$ cat config.mk
export PLATFORM = sky130hd
export DESIGN_NAME = hilo_mult_unit_flat
export DESIGN_NICKNAME = d
export VERILOG_FILES = /design/src/rtl/hilo_mult_unit_pkg.sv /design/src/rtl/hilo_mult_unit_if.sv /design/src/rtl/hilo_mult_unit_mult_iter_core.sv /design/src/rtl/hilo_mult_unit.sv /design/src/flat_wrapper.sv
export SDC_FILE = /design/constraint.sdc
export NUM_CORES = 1
export LEC_CHECK = 0
export CORE_ASPECT_RATIO = 1.2
export CORE_MARGIN = 5
export CORE_UTILIZATION = 54
export DETAILED_ROUTE_END_ITERATION = 6
export PLACE_DENSITY = 0.71
export SLEW_MARGIN = 10
export SYNTH_ARGS = -nofsm -noshare
export SYNTH_HDL_FRONTEND = slang
export SYNTH_SLANG_ARGS = --single-unit
$ cat constraint.sdc
create_clock -name Clk -period 17.4 [get_ports Clk]
set_clock_uncertainty 0.05 [all_clocks]
set_input_delay 2.61 -clock Clk [delete_from_list [all_inputs] [get_ports Clk]]
set_output_delay 2.61 -clock Clk [all_outputs]
set_load 0.1 [all_outputs]
$ cat src/rtl/hilo_mult_unit_pkg.sv
// Shared definitions for the HI/LO multiply unit: ALU-control opcodes, FSM states, width.
package hilo_pkg;

  localparam int WIDTH = 32;

  localparam logic [4:0] MULT = 5'b00101;
  localparam logic [4:0] MADD = 5'b01100;
  localparam logic [4:0] MSUB = 5'b01101;
  localparam logic [4:0] MUL  = 5'b11000;
  localparam logic [4:0] MTHI = 5'b10001;
  localparam logic [4:0] MTLO = 5'b10011;
  localparam logic [4:0] MFHI = 5'b10000;
  localparam logic [4:0] MFLO = 5'b10010;

  typedef enum logic [1:0] {
    ST_IDLE,
    ST_MUL,
    ST_FIX,
    ST_DONE
  } state_e;

endpackage

$ cat src/rtl/hilo_mult_unit_if.sv
// EX-stage bundle between the pipeline and the HI/LO unit.
interface hilo_mult_unit_if #(parameter int WIDTH = 32);
  logic             Start;
  logic [4:0]       ALUCtl;
  logic             HiLoWrite;
  logic             Flush;
  logic [WIDTH-1:0] A;
  logic [WIDTH-1:0] B;
  logic             Busy;
  logic             Stall;
  logic             Done;
  logic [WIDTH-1:0] MulLo;
  logic [WIDTH-1:0] Hi;
  logic [WIDTH-1:0] Lo;
  logic [WIDTH-1:0] MoveOut;

  modport slave (
    input  Start, ALUCtl, HiLoWrite, Flush, A, B,
    output Busy, Stall, Done, MulLo, Hi, Lo, MoveOut
  );

  modport master (
    output Start, ALUCtl, HiLoWrite, Flush, A, B,
    input  Busy, Stall, Done, MulLo, Hi, Lo, MoveOut
  );
endinterface

$ cat src/rtl/hilo_mult_unit_mult_iter_core.sv
// Unsigned iterative shift-add multiplier retiring BITS_PER_CYCLE multiplier bits per cycle.
module mult_iter_core #(
  parameter int WIDTH          = 32,
  parameter int BITS_PER_CYCLE = 2
) (
  input  logic                 clk,
  input  logic                 rst_n,
  input  logic                 i_go,
  input  logic [WIDTH-1:0]     i_mcand,
  input  logic [WIDTH-1:0]     i_mplier,
  output logic                 o_ready,
  output logic [2*WIDTH-1:0]   o_product
);

  localparam int STEPS = WIDTH / BITS_PER_CYCLE;
  localparam int CNT_W = $clog2(STEPS) + 1;

  logic [2*WIDTH-1:0] r_mcand;
  logic [WIDTH-1:0]   r_mplier;
  logic [2*WIDTH-1:0] r_prod;
  logic [CNT_W-1:0]   r_cnt;
  logic               r_run;
  logic [2*WIDTH-1:0] w_partial;

  // NOTE: every variable assigned in always_comb gets a default first, so no path can infer a latch.
  always_comb begin
    w_partial = '0;
    for (int j = 0; j < BITS_PER_CYCLE; j++) begin
      if (r_mplier[j]) w_partial = w_partial + (r_mcand << j);
    end
  end

  // NOTE: sequential state uses non-blocking assignments so all registers update from pre-edge values.
  always_ff @(posedge clk or negedge rst_n) begin
    if (!rst_n) begin
      r_mcand  <= '0;
      r_mplier <= '0;
      r_prod   <= '0;
      r_cnt    <= '0;
      r_run    <= 1'b0;
    end else if (i_go) begin
      r_mcand  <= {{WIDTH{1'b0}}, i_mcand};
      r_mplier <= i_mplier;
      r_prod   <= '0;
      r_cnt    <= '0;
      r_run    <= 1'b1;
    end else if (r_run) begin
      r_prod   <= r_prod + w_partial;
      r_mcand  <= r_mcand << BITS_PER_CYCLE;
      r_mplier <= r_mplier >> BITS_PER_CYCLE;
      r_cnt    <= r_cnt + 1'b1;
      if (o_ready) r_run <= 1'b0;
    end
  end

  // High in the cycle whose closing edge retires the last multiplier bits.
  assign o_ready   = r_run && (r_cnt == CNT_W'(STEPS - 1));
  assign o_product = r_prod;

endmodule

$ cat src/rtl/hilo_mult_unit.sv
// HI/LO execution unit: owns HI/LO, sequences multiplies on mult_iter_core, serves moves.
module hilo_mult_unit #(
  parameter int BITS_PER_CYCLE = 2,
  parameter int WIDTH          = hilo_pkg::WIDTH
) (
  input  logic             Clk,
  input  logic             Rst,
  hilo_mult_unit_if.slave  bus
);
  import hilo_pkg::*;

  state_e               r_state;
  logic [4:0]           r_op;
  logic                 r_neg;
  logic [WIDTH-1:0]     r_hi;
  logic [WIDTH-1:0]     r_lo;
  logic [WIDTH-1:0]     r_mullo;

  logic                 w_accept;
  logic                 w_is_mul;
  logic                 w_go;
  logic                 w_ready;
  logic [WIDTH-1:0]     w_abs_a;
  logic [WIDTH-1:0]     w_abs_b;
  logic [2*WIDTH-1:0]   w_product;
  logic [2*WIDTH-1:0]   w_signed;
  logic [2*WIDTH-1:0]   w_acc;
  logic [2*WIDTH-1:0]   w_result;

  assign w_accept = ((r_state == ST_IDLE) || (r_state == ST_DONE)) &&
                    bus.Start && bus.HiLoWrite && !bus.Flush;
  assign w_is_mul = (bus.ALUCtl == MULT) || (bus.ALUCtl == MADD) ||
                    (bus.ALUCtl == MSUB) || (bus.ALUCtl == MUL);
  assign w_go     = w_accept && w_is_mul;

  // Magnitudes are unsigned, so -2^WIDTH-1 maps cleanly onto its top bit.
  assign w_abs_a = bus.A[WIDTH-1] ? (~bus.A + 1'b1) : bus.A;
  assign w_abs_b = bus.B[WIDTH-1] ? (~bus.B + 1'b1) : bus.B;

  mult_iter_core #(
    .WIDTH          (WIDTH),
    .BITS_PER_CYCLE (BITS_PER_CYCLE)
  ) u_core (
    .clk       (Clk),
    .rst_n     (Rst),
    .i_go      (w_go),
    .i_mcand   (w_abs_a),
    .i_mplier  (w_abs_b),
    .o_ready   (w_ready),
    .o_product (w_product)
  );

  assign w_signed = r_neg ? (~w_product + 1'b1) : w_product;
  assign w_acc    = {r_hi, r_lo};

  always_comb begin
    w_result = w_signed;
    if (r_op == MADD)      w_result = w_acc + w_signed;
    else if (r_op == MSUB) w_result = w_acc - w_signed;
  end

  always_ff @(posedge Clk or negedge Rst) begin
    if (!Rst) begin
      r_state <= ST_IDLE;
      r_op    <= MULT;
      r_neg   <= 1'b0;
      r_hi    <= '0;
      r_lo    <= '0;
      r_mullo <= '0;
    end else if (bus.Flush) begin
      r_state <= ST_IDLE;
    end else begin
      case (r_state)
        ST_IDLE, ST_DONE: begin
          r_state <= ST_IDLE;
          if (w_accept) begin
            case (bus.ALUCtl)
              MTHI: r_hi <= bus.A;
              MTLO: r_lo <= bus.A;
              MULT, MADD, MSUB, MUL: begin
                r_op    <= bus.ALUCtl;
                r_neg   <= bus.A[WIDTH-1] ^ bus.B[WIDTH-1];
                r_state <= ST_MUL;
              end
              default: ;
            endcase
          end
        end
        ST_MUL: if (w_ready) r_state <= ST_FIX;
        ST_FIX: begin
          {r_hi, r_lo} <= w_result;
          r_mullo      <= w_signed[WIDTH-1:0];
          r_state      <= ST_DONE;
        end
        default: r_state <= ST_IDLE;
      endcase
    end
  end

  assign bus.Busy    = (r_state == ST_MUL) || (r_state == ST_FIX);
  assign bus.Stall   = bus.Start && bus.Busy;
  assign bus.Done    = (r_state == ST_DONE);
  assign bus.Hi      = r_hi;
  assign bus.Lo      = r_lo;
  assign bus.MulLo   = r_mullo;
  assign bus.MoveOut = (bus.ALUCtl == MFHI) ? r_hi :
                       (bus.ALUCtl == MFLO) ? r_lo : '0;

endmodule

$ cat src/flat_wrapper.sv
// flat-port wrapper written by rule: the top's interface ports become plain ports
module hilo_mult_unit_flat import hilo_pkg::*;
#(
  parameter int BITS_PER_CYCLE = 2,
  parameter int WIDTH          = hilo_pkg::WIDTH
)
  (Clk, Rst, bus_Start, bus_ALUCtl, bus_HiLoWrite, bus_Flush, bus_A, bus_B, bus_Busy, bus_Stall, bus_Done, bus_MulLo, bus_Hi, bus_Lo, bus_MoveOut);
  hilo_mult_unit_if #(.WIDTH(WIDTH)) bus_i ();
  input  logic Clk;
  input  logic Rst;
  input wire logic [$bits(bus_i.Start)-1:0] bus_Start;
  input wire logic [$bits(bus_i.ALUCtl)-1:0] bus_ALUCtl;
  input wire logic [$bits(bus_i.HiLoWrite)-1:0] bus_HiLoWrite;
  input wire logic [$bits(bus_i.Flush)-1:0] bus_Flush;
  input wire logic [$bits(bus_i.A)-1:0] bus_A;
  input wire logic [$bits(bus_i.B)-1:0] bus_B;
  output wire logic [$bits(bus_i.Busy)-1:0] bus_Busy;
  output wire logic [$bits(bus_i.Stall)-1:0] bus_Stall;
  output wire logic [$bits(bus_i.Done)-1:0] bus_Done;
  output wire logic [$bits(bus_i.MulLo)-1:0] bus_MulLo;
  output wire logic [$bits(bus_i.Hi)-1:0] bus_Hi;
  output wire logic [$bits(bus_i.Lo)-1:0] bus_Lo;
  output wire logic [$bits(bus_i.MoveOut)-1:0] bus_MoveOut;
  assign bus_i.Start = bus_Start;
  assign bus_i.ALUCtl = bus_ALUCtl;
  assign bus_i.HiLoWrite = bus_HiLoWrite;
  assign bus_i.Flush = bus_Flush;
  assign bus_i.A = bus_A;
  assign bus_i.B = bus_B;
  assign bus_Busy = bus_i.Busy;
  assign bus_Stall = bus_i.Stall;
  assign bus_Done = bus_i.Done;
  assign bus_MulLo = bus_i.MulLo;
  assign bus_Hi = bus_i.Hi;
  assign bus_Lo = bus_i.Lo;
  assign bus_MoveOut = bus_i.MoveOut;
  hilo_mult_unit #(.BITS_PER_CYCLE(BITS_PER_CYCLE), .WIDTH(WIDTH)) u_core (.Clk(Clk), .Rst(Rst), .bus(bus_i));
endmodule
==> run summary, run 1 <==
The dominant combinational cell family by area after synthesis is compound AO/OA/AOI/OAI gates. The area share of and/or/nand/nor cells after synthesis came out at 21.4%. The fraction of synthesized cell area in xor and xnor cells came out at 8.71%. The tools report the detailed-routing iteration count for the pre-antenna-repair pass as 5. The maximum fanout count along the critical path came out at 32. By startpoint and endpoint, the worst setup path is classified as input pin to output pin. The area used by sequential logic in the layout was 0.00677 sq mm; the measured slew at the worst slew-check pin was 1200 ps. The weighted congestion at the end of routability-driven global placement is 1.02, and the fraction of synthesis flops using an asynchronous set or reset pin is 100%. At the placement stage, the worst setup path has a slack of 9140 ps. Measured against its own limit, the worst slew margin works out to 19.7%. For the antenna violation net count after detailed routing, the log shows 0. For the number of global-route vias before repair, the log shows 30900. Total wire length after detailed routing: 122000 microns. The number of DRC markers in iteration 0 is 3343, and the remaining global-route overflow is 0. The number of cells in the design after placement is 5085, and the final max-slew violation count is 0. The logs give 54.3% for the initial core utilization and 94300 microns for the half-perimeter wire length after placement.

After clock tree synthesis, the repair step resized 0 gates. The mux share of post-synthesis cell area is 6.74%, and the synthesized netlist net count is 4640. For the worst setup path, the data arrival time is 5600 ps. In the routed layout, each cell is associated on average with a via count of 6.45.

Buffers added to address setup during post-CTS repair amount to 0. For the leakage component of the power, the log shows 0.0156 uW. The final layout contains 4638 nets. For the worst setup path, the data required time is 14740 ps.

The flip-flop and latch count after synthesis works out to 270. The logs give 151 for the pin count of the biggest net entering global routing and 0.0648 sq mm for the area enclosed by the die boundary. Yosys printed 0 warnings. The min-delay analysis places its worst path in the category register to register. The H-tree was split into 2 levels.

The compound-gate portion of the synthesized area came out at 27.2%. Overall power consumption after layout is estimated at 7600 uW. The final count of hold timing violations is 0, and the final routed wire length divided by cell count is 23.7 microns.

The most used flip-flop cell after synthesis is dfrtp_1. For the combined area of all synthesized cells, the log shows 0.0323 sq mm. The first global-routing pass estimated 184000 microns of wire. In this run the horizontal extent of the chip is 233 microns.

The unique cell type count in the Yosys netlist is 105, and the power density over cell area is 213 mW/mm^2. Post-layout minimum cycle time: 8260 ps. The tree is rooted in a clkbuf_16.

During placement, the flow inserted port buffers numbering 204. The share of final-layout standard cells stronger than drive strength 1 came out at 4.44%. Setup repair after global routing left no endpoint under its margin. The die height was 278 microns.

Max-cap violations in this run came to 0. The logs give 570 ps for the later-pin clock latency in the skew report and 121 MHz for the highest attainable clock frequency. The count of non-filler cells in the finished layout came out at 5150.

The worst setup path is captured at an output pin. For the number of instances in the synthesized netlist, the log shows 4324. The core footprint came out at 0.0595 sq mm. The run gives 205 as the number of top-level pins.

After filler insertion, the fill cell instance count of the layout stands at 5662. Final hold analysis gives a worst-case slack of 428 ps. The final critical path takes up 47.5% of the cycle. The flow ran to the end, and the final reports show no timing, DRC or antenna violations. The logs give 0 ps for the final-layout setup total negative slack and 98 for the number of standard-cell rows in the floorplan.

Summing over every cut layer, the via total after detailed routing is 33200. In the global route stage, overall resource usage came out at 36.0%. The area of the multi-input gates was 0.0238 sq mm; the number of enable flip-flop cells after synthesis was 0.

The TritonCTS buffer count is 35. VDD sags by at most 0.118 mV. Once routing completed, OpenROAD measured the worst setup slack at 9140 ps. For the clock sink count, the log shows 270.

The number of setup violations in the final report is 0. TritonCTS built the clock tree. The sort of element at the start of the critical path is an input pin.

The tools report the sequential cell area fraction in the yosys report as 20.9%. The initial antenna violation count is 3, and the average size of a mapped cell is 7.46 sq um. Relative to the synthesized area, the layout overhead comes to 10.6%. The clock passes through at most 3 buffers. The number of hold buffers added after CTS was 0. The post-synthesis share of cell area spent on full adders, half adders and majority gates was 9.51%; the clock slew at the register clock pins of the worst setup and hold paths was 60 ps. After detailed routing, the number of remaining DRC violations is 0.
## metal layers
metal	part of all wire [%]	wire length [microns]	vias up	GRT usage, %
met2	45	54800	1331	57.9
met1	42	50900	15900	47.2
met5	0	0	-	0
met4	6.1	7390	0	17.9
met3	7.2	8740	290	5.16
li1	-	-	15700	-
## stage by stage
stage,utilization (%),instance area (sq um)
2_1_floorplan,-,32300
3_3_place_gp,58.1,34500
3_5_place_dp,58.1,34500
4_1_cts,60.0,35700
5_1_grt,60.0,35700
6_report,60.0,35700
## synth_stat cells (42+ instances only)
master      n  area share (%)
nor3_1     90             1.4
a211oi_1   42            0.98
o211ai_1   45             1.0
nor2b_1    55             1.1
nand3_1    78             1.2
nand4_1    58             1.1
a21o_1     98             2.3
a21oi_1   371             5.8
xor2_1    112             3.0
o31ai_1    72             1.7
inv_1     177             2.1
nor2_1    398             4.6
nand2_1   447             5.2
dfrtp_1   268              21
clkbuf_1  235             2.7
xnor2_1   207             5.6
nand2b_1   45            0.87
ha_1      238             9.2
mux2i_1   188             5.8
and2_1     59             1.1
o21ai_0   367             5.7
## flip-flops by register name (all words and copies together), names as in the netlist
register,flops
u_core.bus.Hi,32
u_core.u_core.r_mcand,64
u_core.u_core.r_run,1
u_core.r_op,5
u_core.bus.MulLo,32
u_core.u_core.r_cnt,5
u_core.u_core.o_product,64
u_core.r_neg,1
u_core.bus.Lo,32
u_core.u_core.r_mplier,32
u_core.r_state,2
## cell type report
type                            count  share of cell area [%]
Antenna cell                        1                 0.00701
Timing Repair Buffer              237                    6.45
Multi-Input combinational cell   3595                    66.6
Clock buffer                       51                    2.91
Clock inverter                     13                   0.312
Sequential cell                   270                    19.0
Tap cell                          800                    2.80
Inverter                          183                    1.92
## final timing paths
kind | start | endpoint | slack, ps | depth (start not counted)
max reg2reg | u_core.u_core.o_product[4] | u_core.bus.Hi[31] | 10090 | 17
min in group asynchronous | Rst | u_core.u_core.r_mcand[59] | 1920 | 1
max in group asynchronous | Rst | u_core.r_neg | 14060 | 2
min | u_core.bus.MulLo[4] | u_core.bus.MulLo[4] | 430 | 2
max | bus_ALUCtl[4] | bus_MoveOut[4] | 9140 | 4
min reg2reg | u_core.bus.MulLo[4] | u_core.bus.MulLo[4] | 430 | 2
## where the power goes
part | internal (uW) | switching [uW]
clock | 431 | 312
combinational | 1800 | 3600
sequential | 879 | 578
## logic make-up (layout without fill, tap and decap cells)
kind of cell | Yosys count | count (layout)
flops | 270 | 270
xor+xnor | 320 | 320
buf+inv | 459 | 484
mux | 214 | 214
fa+ha+maj | 243 | 243
compound gates | 1381 | 1381
simple gates | 1437 | 1437
other cells | 0 | 1
## critical path, stage by stage
cell             delay (ps)
clkdlybuf4s50_1         610
nand3b_1                840
nor2_1                  350
clkdlybuf4s50_1        1170
## layout by cell type (no fill, tap or decap), types with 42 or more instances in the layout
| master | netlist | final |
|---|---|---|
| a211oi_1 | 42 | 42 |
| a21o_1 | 98 | 98 |
| a21oi_1 | 371 | 371 |
| and2_1 | 59 | 58 |
| clkdlybuf4s50_1 | 0 | 202 |
| dfrtp_1 | 268 | 264 |
| ha_1 | 238 | 237 |
| inv_1 | 177 | 177 |
| mux2i_1 | 188 | 188 |
| nand2_1 | 447 | 447 |
| nand2b_1 | 45 | 44 |
| nand3_1 | 78 | 77 |
| nand4_1 | 58 | 58 |
| nor2_1 | 398 | 398 |
| nor2b_1 | 55 | 55 |
| nor3_1 | 90 | 90 |
| o211ai_1 | 45 | 45 |
| o21ai_0 | 367 | 366 |
| o31ai_1 | 72 | 72 |
| xnor2_1 | 207 | 207 |
| xor2_1 | 112 | 112 |
Note: power is estimated with default switching activity, not from simulation.
==> run 2: changes to the inputs <==
- clock period: 17.4 -> 8.1 ns (I/O delays scaled with it)
==> run 2 against run 1 <==
  * Clock-buffer cell count down 6
  * Utilization up 0.22 points
  * Critical path depth up 22
  * Final cell count up 0.12%
  * Register-to-register slack worse by 9000 ps
  * Design area up 0.37%
  * Sequential share of layout area down 0.070 points
  * Power up 120%
==> run summary, run 2 (synthesis results as in run 1) <==
The run gives 3146 as the number of DRC markers in iteration 0. The core region is 0.0595 sq mm. The library cell used most frequently in the layout, excluding fill and tap cells, is nand2_1.

Before CTS, the worst setup slack after placement is 1150 ps. The global-route usage over all layers came out at 36.3%. Library cell used as clock root buffer: clkbuf_16. Clock latency on the worst-skew pair, taken at its later pin, is 570 ps. Start-to-end type of the worst setup path: register to register. The final max-slew violation count was 0; the pin count of the biggest net entering global routing was 123. The number of global-route vias before repair came out at 31200.

The run gives 98 as the number of standard-cell rows in the floorplan. The largest voltage drop on the vdd net came out at 0.334 mV. After legalization and detailed placement, the total HPWL measured 95200 microns. In the final layout, the share of cells above drive strength 1 is 4.64%. The run gives 123000 microns as the total wire length after detailed routing. The number of top-level pins is 205, and the clock slew at the register clock pins of the worst setup and hold paths is 60 ps.

Final-layout setup total negative slack: 0 ps. Setup repair after global routing left no endpoint under its margin. The number of port buffers is 204, and the count of non-filler cells in the finished layout is 5156. The run gives 8500 ps as the required time at the worst-slack endpoint. The nature of the critical path endpoint is a register. Hold repair after CTS inserted 0 buffers. Remaining global-route overflow: 0.

The tool flagged a number of max-cap violations equal to 0. The final net count came out at 4645. The logs give 0 for the DRC violation count after routing and 0.0648 sq mm for the area enclosed by the die boundary.

Smallest setup slack after layout: 1050 ps. The analysis attributes to cell leakage a power of 0.0157 uW. Hold timing on the final database bottoms out at a slack of 432 ps. The final routed wire length divided by cell count works out to 23.9 microns. The run gives 5092 as the number of cells in the design after placement.

The count of nets left with antenna violations once routing finished came out at 0. The tools report the total number of H-tree levels as 2. TritonCTS built the clock tree. The placed instances occupy a cell area of 0.0346 sq mm. CTS saw 270 sinks. The initial utilization of the core area, before any placement, comes to 54.3%. Maximum fanout count along the critical path: 36. STA classifies the critical path startpoint as a register. Measured against its own limit, the worst slew margin works out to 17.0%. Leaving out fill and tap cells, the most frequent cells in the layout are nand2_1 (447), nor2_1 (398), a21oi_1 (371), o21ai_0 (366), dfrtp_1 (264).

The setup fix buffers added after clock tree synthesis is 0, and the number of setup violations in the final report is 0. The tools report the initial antenna violation count as 3. Compared with the post-synthesis result, the final layout area differs by 11.0%. The power density over cell area came out at 459 mW/mm^2.

The cell area after layout is 0.0358 sq mm, and the overall via count from detail_route is 33300. STA puts the critical path data arrival time at 7450 ps. The tools report the count of cells resized by post-cts repair as 0. Dividing the detail-routed via count by the number of cells gives 6.46. The longest clock path from root to sink contains 3 buffers. The flow ran to the end, and the final reports show no timing, DRC or antenna violations.

Post-layout minimum cycle time: 7050 ps. For this run, the top clock speed supported by timing is 142 MHz. The width of the die works out to 233 microns.

The tightest min-delay check is of the register to register type. Final cycle utilization of the critical path: 87.1%. The final count of hold timing violations was 0. The TritonCTS buffer count came out at 35. The die height works out to 278 microns.

The congestion estimate from routability-driven global placement came to 1.06. The tools report the global-route wire length before repair as 186000 microns. For this run, the detailed router's first-pass iteration total came to 6. Measured slew at the worst slew-check pin: 1240 ps.
## run 2: cell types whose count changed in the layout (fill, tap and decap cells not counted), moves of 2 or more
cell       previous run  this run
buf_4                32        38
clkbuf_1              7         3
bufinv_16             1         4
clkinv_4              1         4
a2111oi_1             1         3
clkbuf_8              8         6
clkinv_2              8         6
## run 2: layout make-up
| cell class | instances | area, sq um |
|---|---|---|
| Multi-Input combinational cell | 3595 | 23800 |
| Fill cell | 5602 | 23600 |
| Sequential cell | 270 | 6770 |
| Timing Repair Buffer | 244 | 2370 |
| Tap cell | 800 | 1000 |
| Clock buffer | 45 | 995 |
| Inverter | 183 | 687 |
| Clock inverter | 18 | 225 |
| Antenna cell | 1 | 2.50 |
## run 2: per-stage QoR
step                util (%)  power [uW]
finish                  60.2       16400
global route            60.2       17500
CTS                     60.2       16200
detailed placement      58.2       14400
global placement        58.2       14400
floorplan                  -       11200
## run 2: power by group
group | internal (uW) | switching, uW
registers | 1890 | 1220
logic | 3880 | 7770
clock network | 1000 | 686
total | 6770 | 9680
## run 2: final timing paths
kind                                      startpoint                     endpoint  slack [ps]  depth (start not counted)
hold reg to reg                  u_core.bus.MulLo[5]          u_core.bus.MulLo[5]         430                          2
hold / removal                   u_core.bus.MulLo[5]          u_core.bus.MulLo[5]         430                          2
setup / recovery           u_core.u_core.r_mplier[0]  u_core.u_core.o_product[62]        1050                         26
setup reg to reg           u_core.u_core.r_mplier[0]  u_core.u_core.o_product[62]        1050                         26
max in group asynchronous                        Rst    u_core.u_core.r_mplier[0]        6020                          2
min in group asynchronous                        Rst    u_core.u_core.r_mcand[59]         570                          1
## run 2: layer usage
| metal | global-route usage (%) | up-vias | part of all wire (%) |
|---|---|---|---|
| li1 | - | 15700 | - |
| met1 | 48.5 | 15800 | 42 |
| met2 | 56.0 | 1458 | 44 |
| met3 | 5.32 | 338 | 7.9 |
| met4 | 20.7 | 2 | 6.9 |
| met5 | 0 | - | 0.011 |
## run 2: critical path, stage by stage, from the launching register on
cell      delay (ps)
dfrtp_4          650
nand2_1          120
inv_1             70
ha_1             170
inv_1             60
fa_1             450
nor2b_1          230
a22oi_1          160
a211oi_1         250
o21ai_0          290
a211o_1          400
a21oi_1          370
o21ai_0          230
o21ai_0          270
xor2_1            90
mux2_2           290
ha_1             350
nand3_1          130
or3_1            390
nor4_1           310
o31ai_1          220
a21oi_1          350
a21oi_1          170
o21ai_0          310
a221o_1          230
a21oi_1           80
o211a_1          230
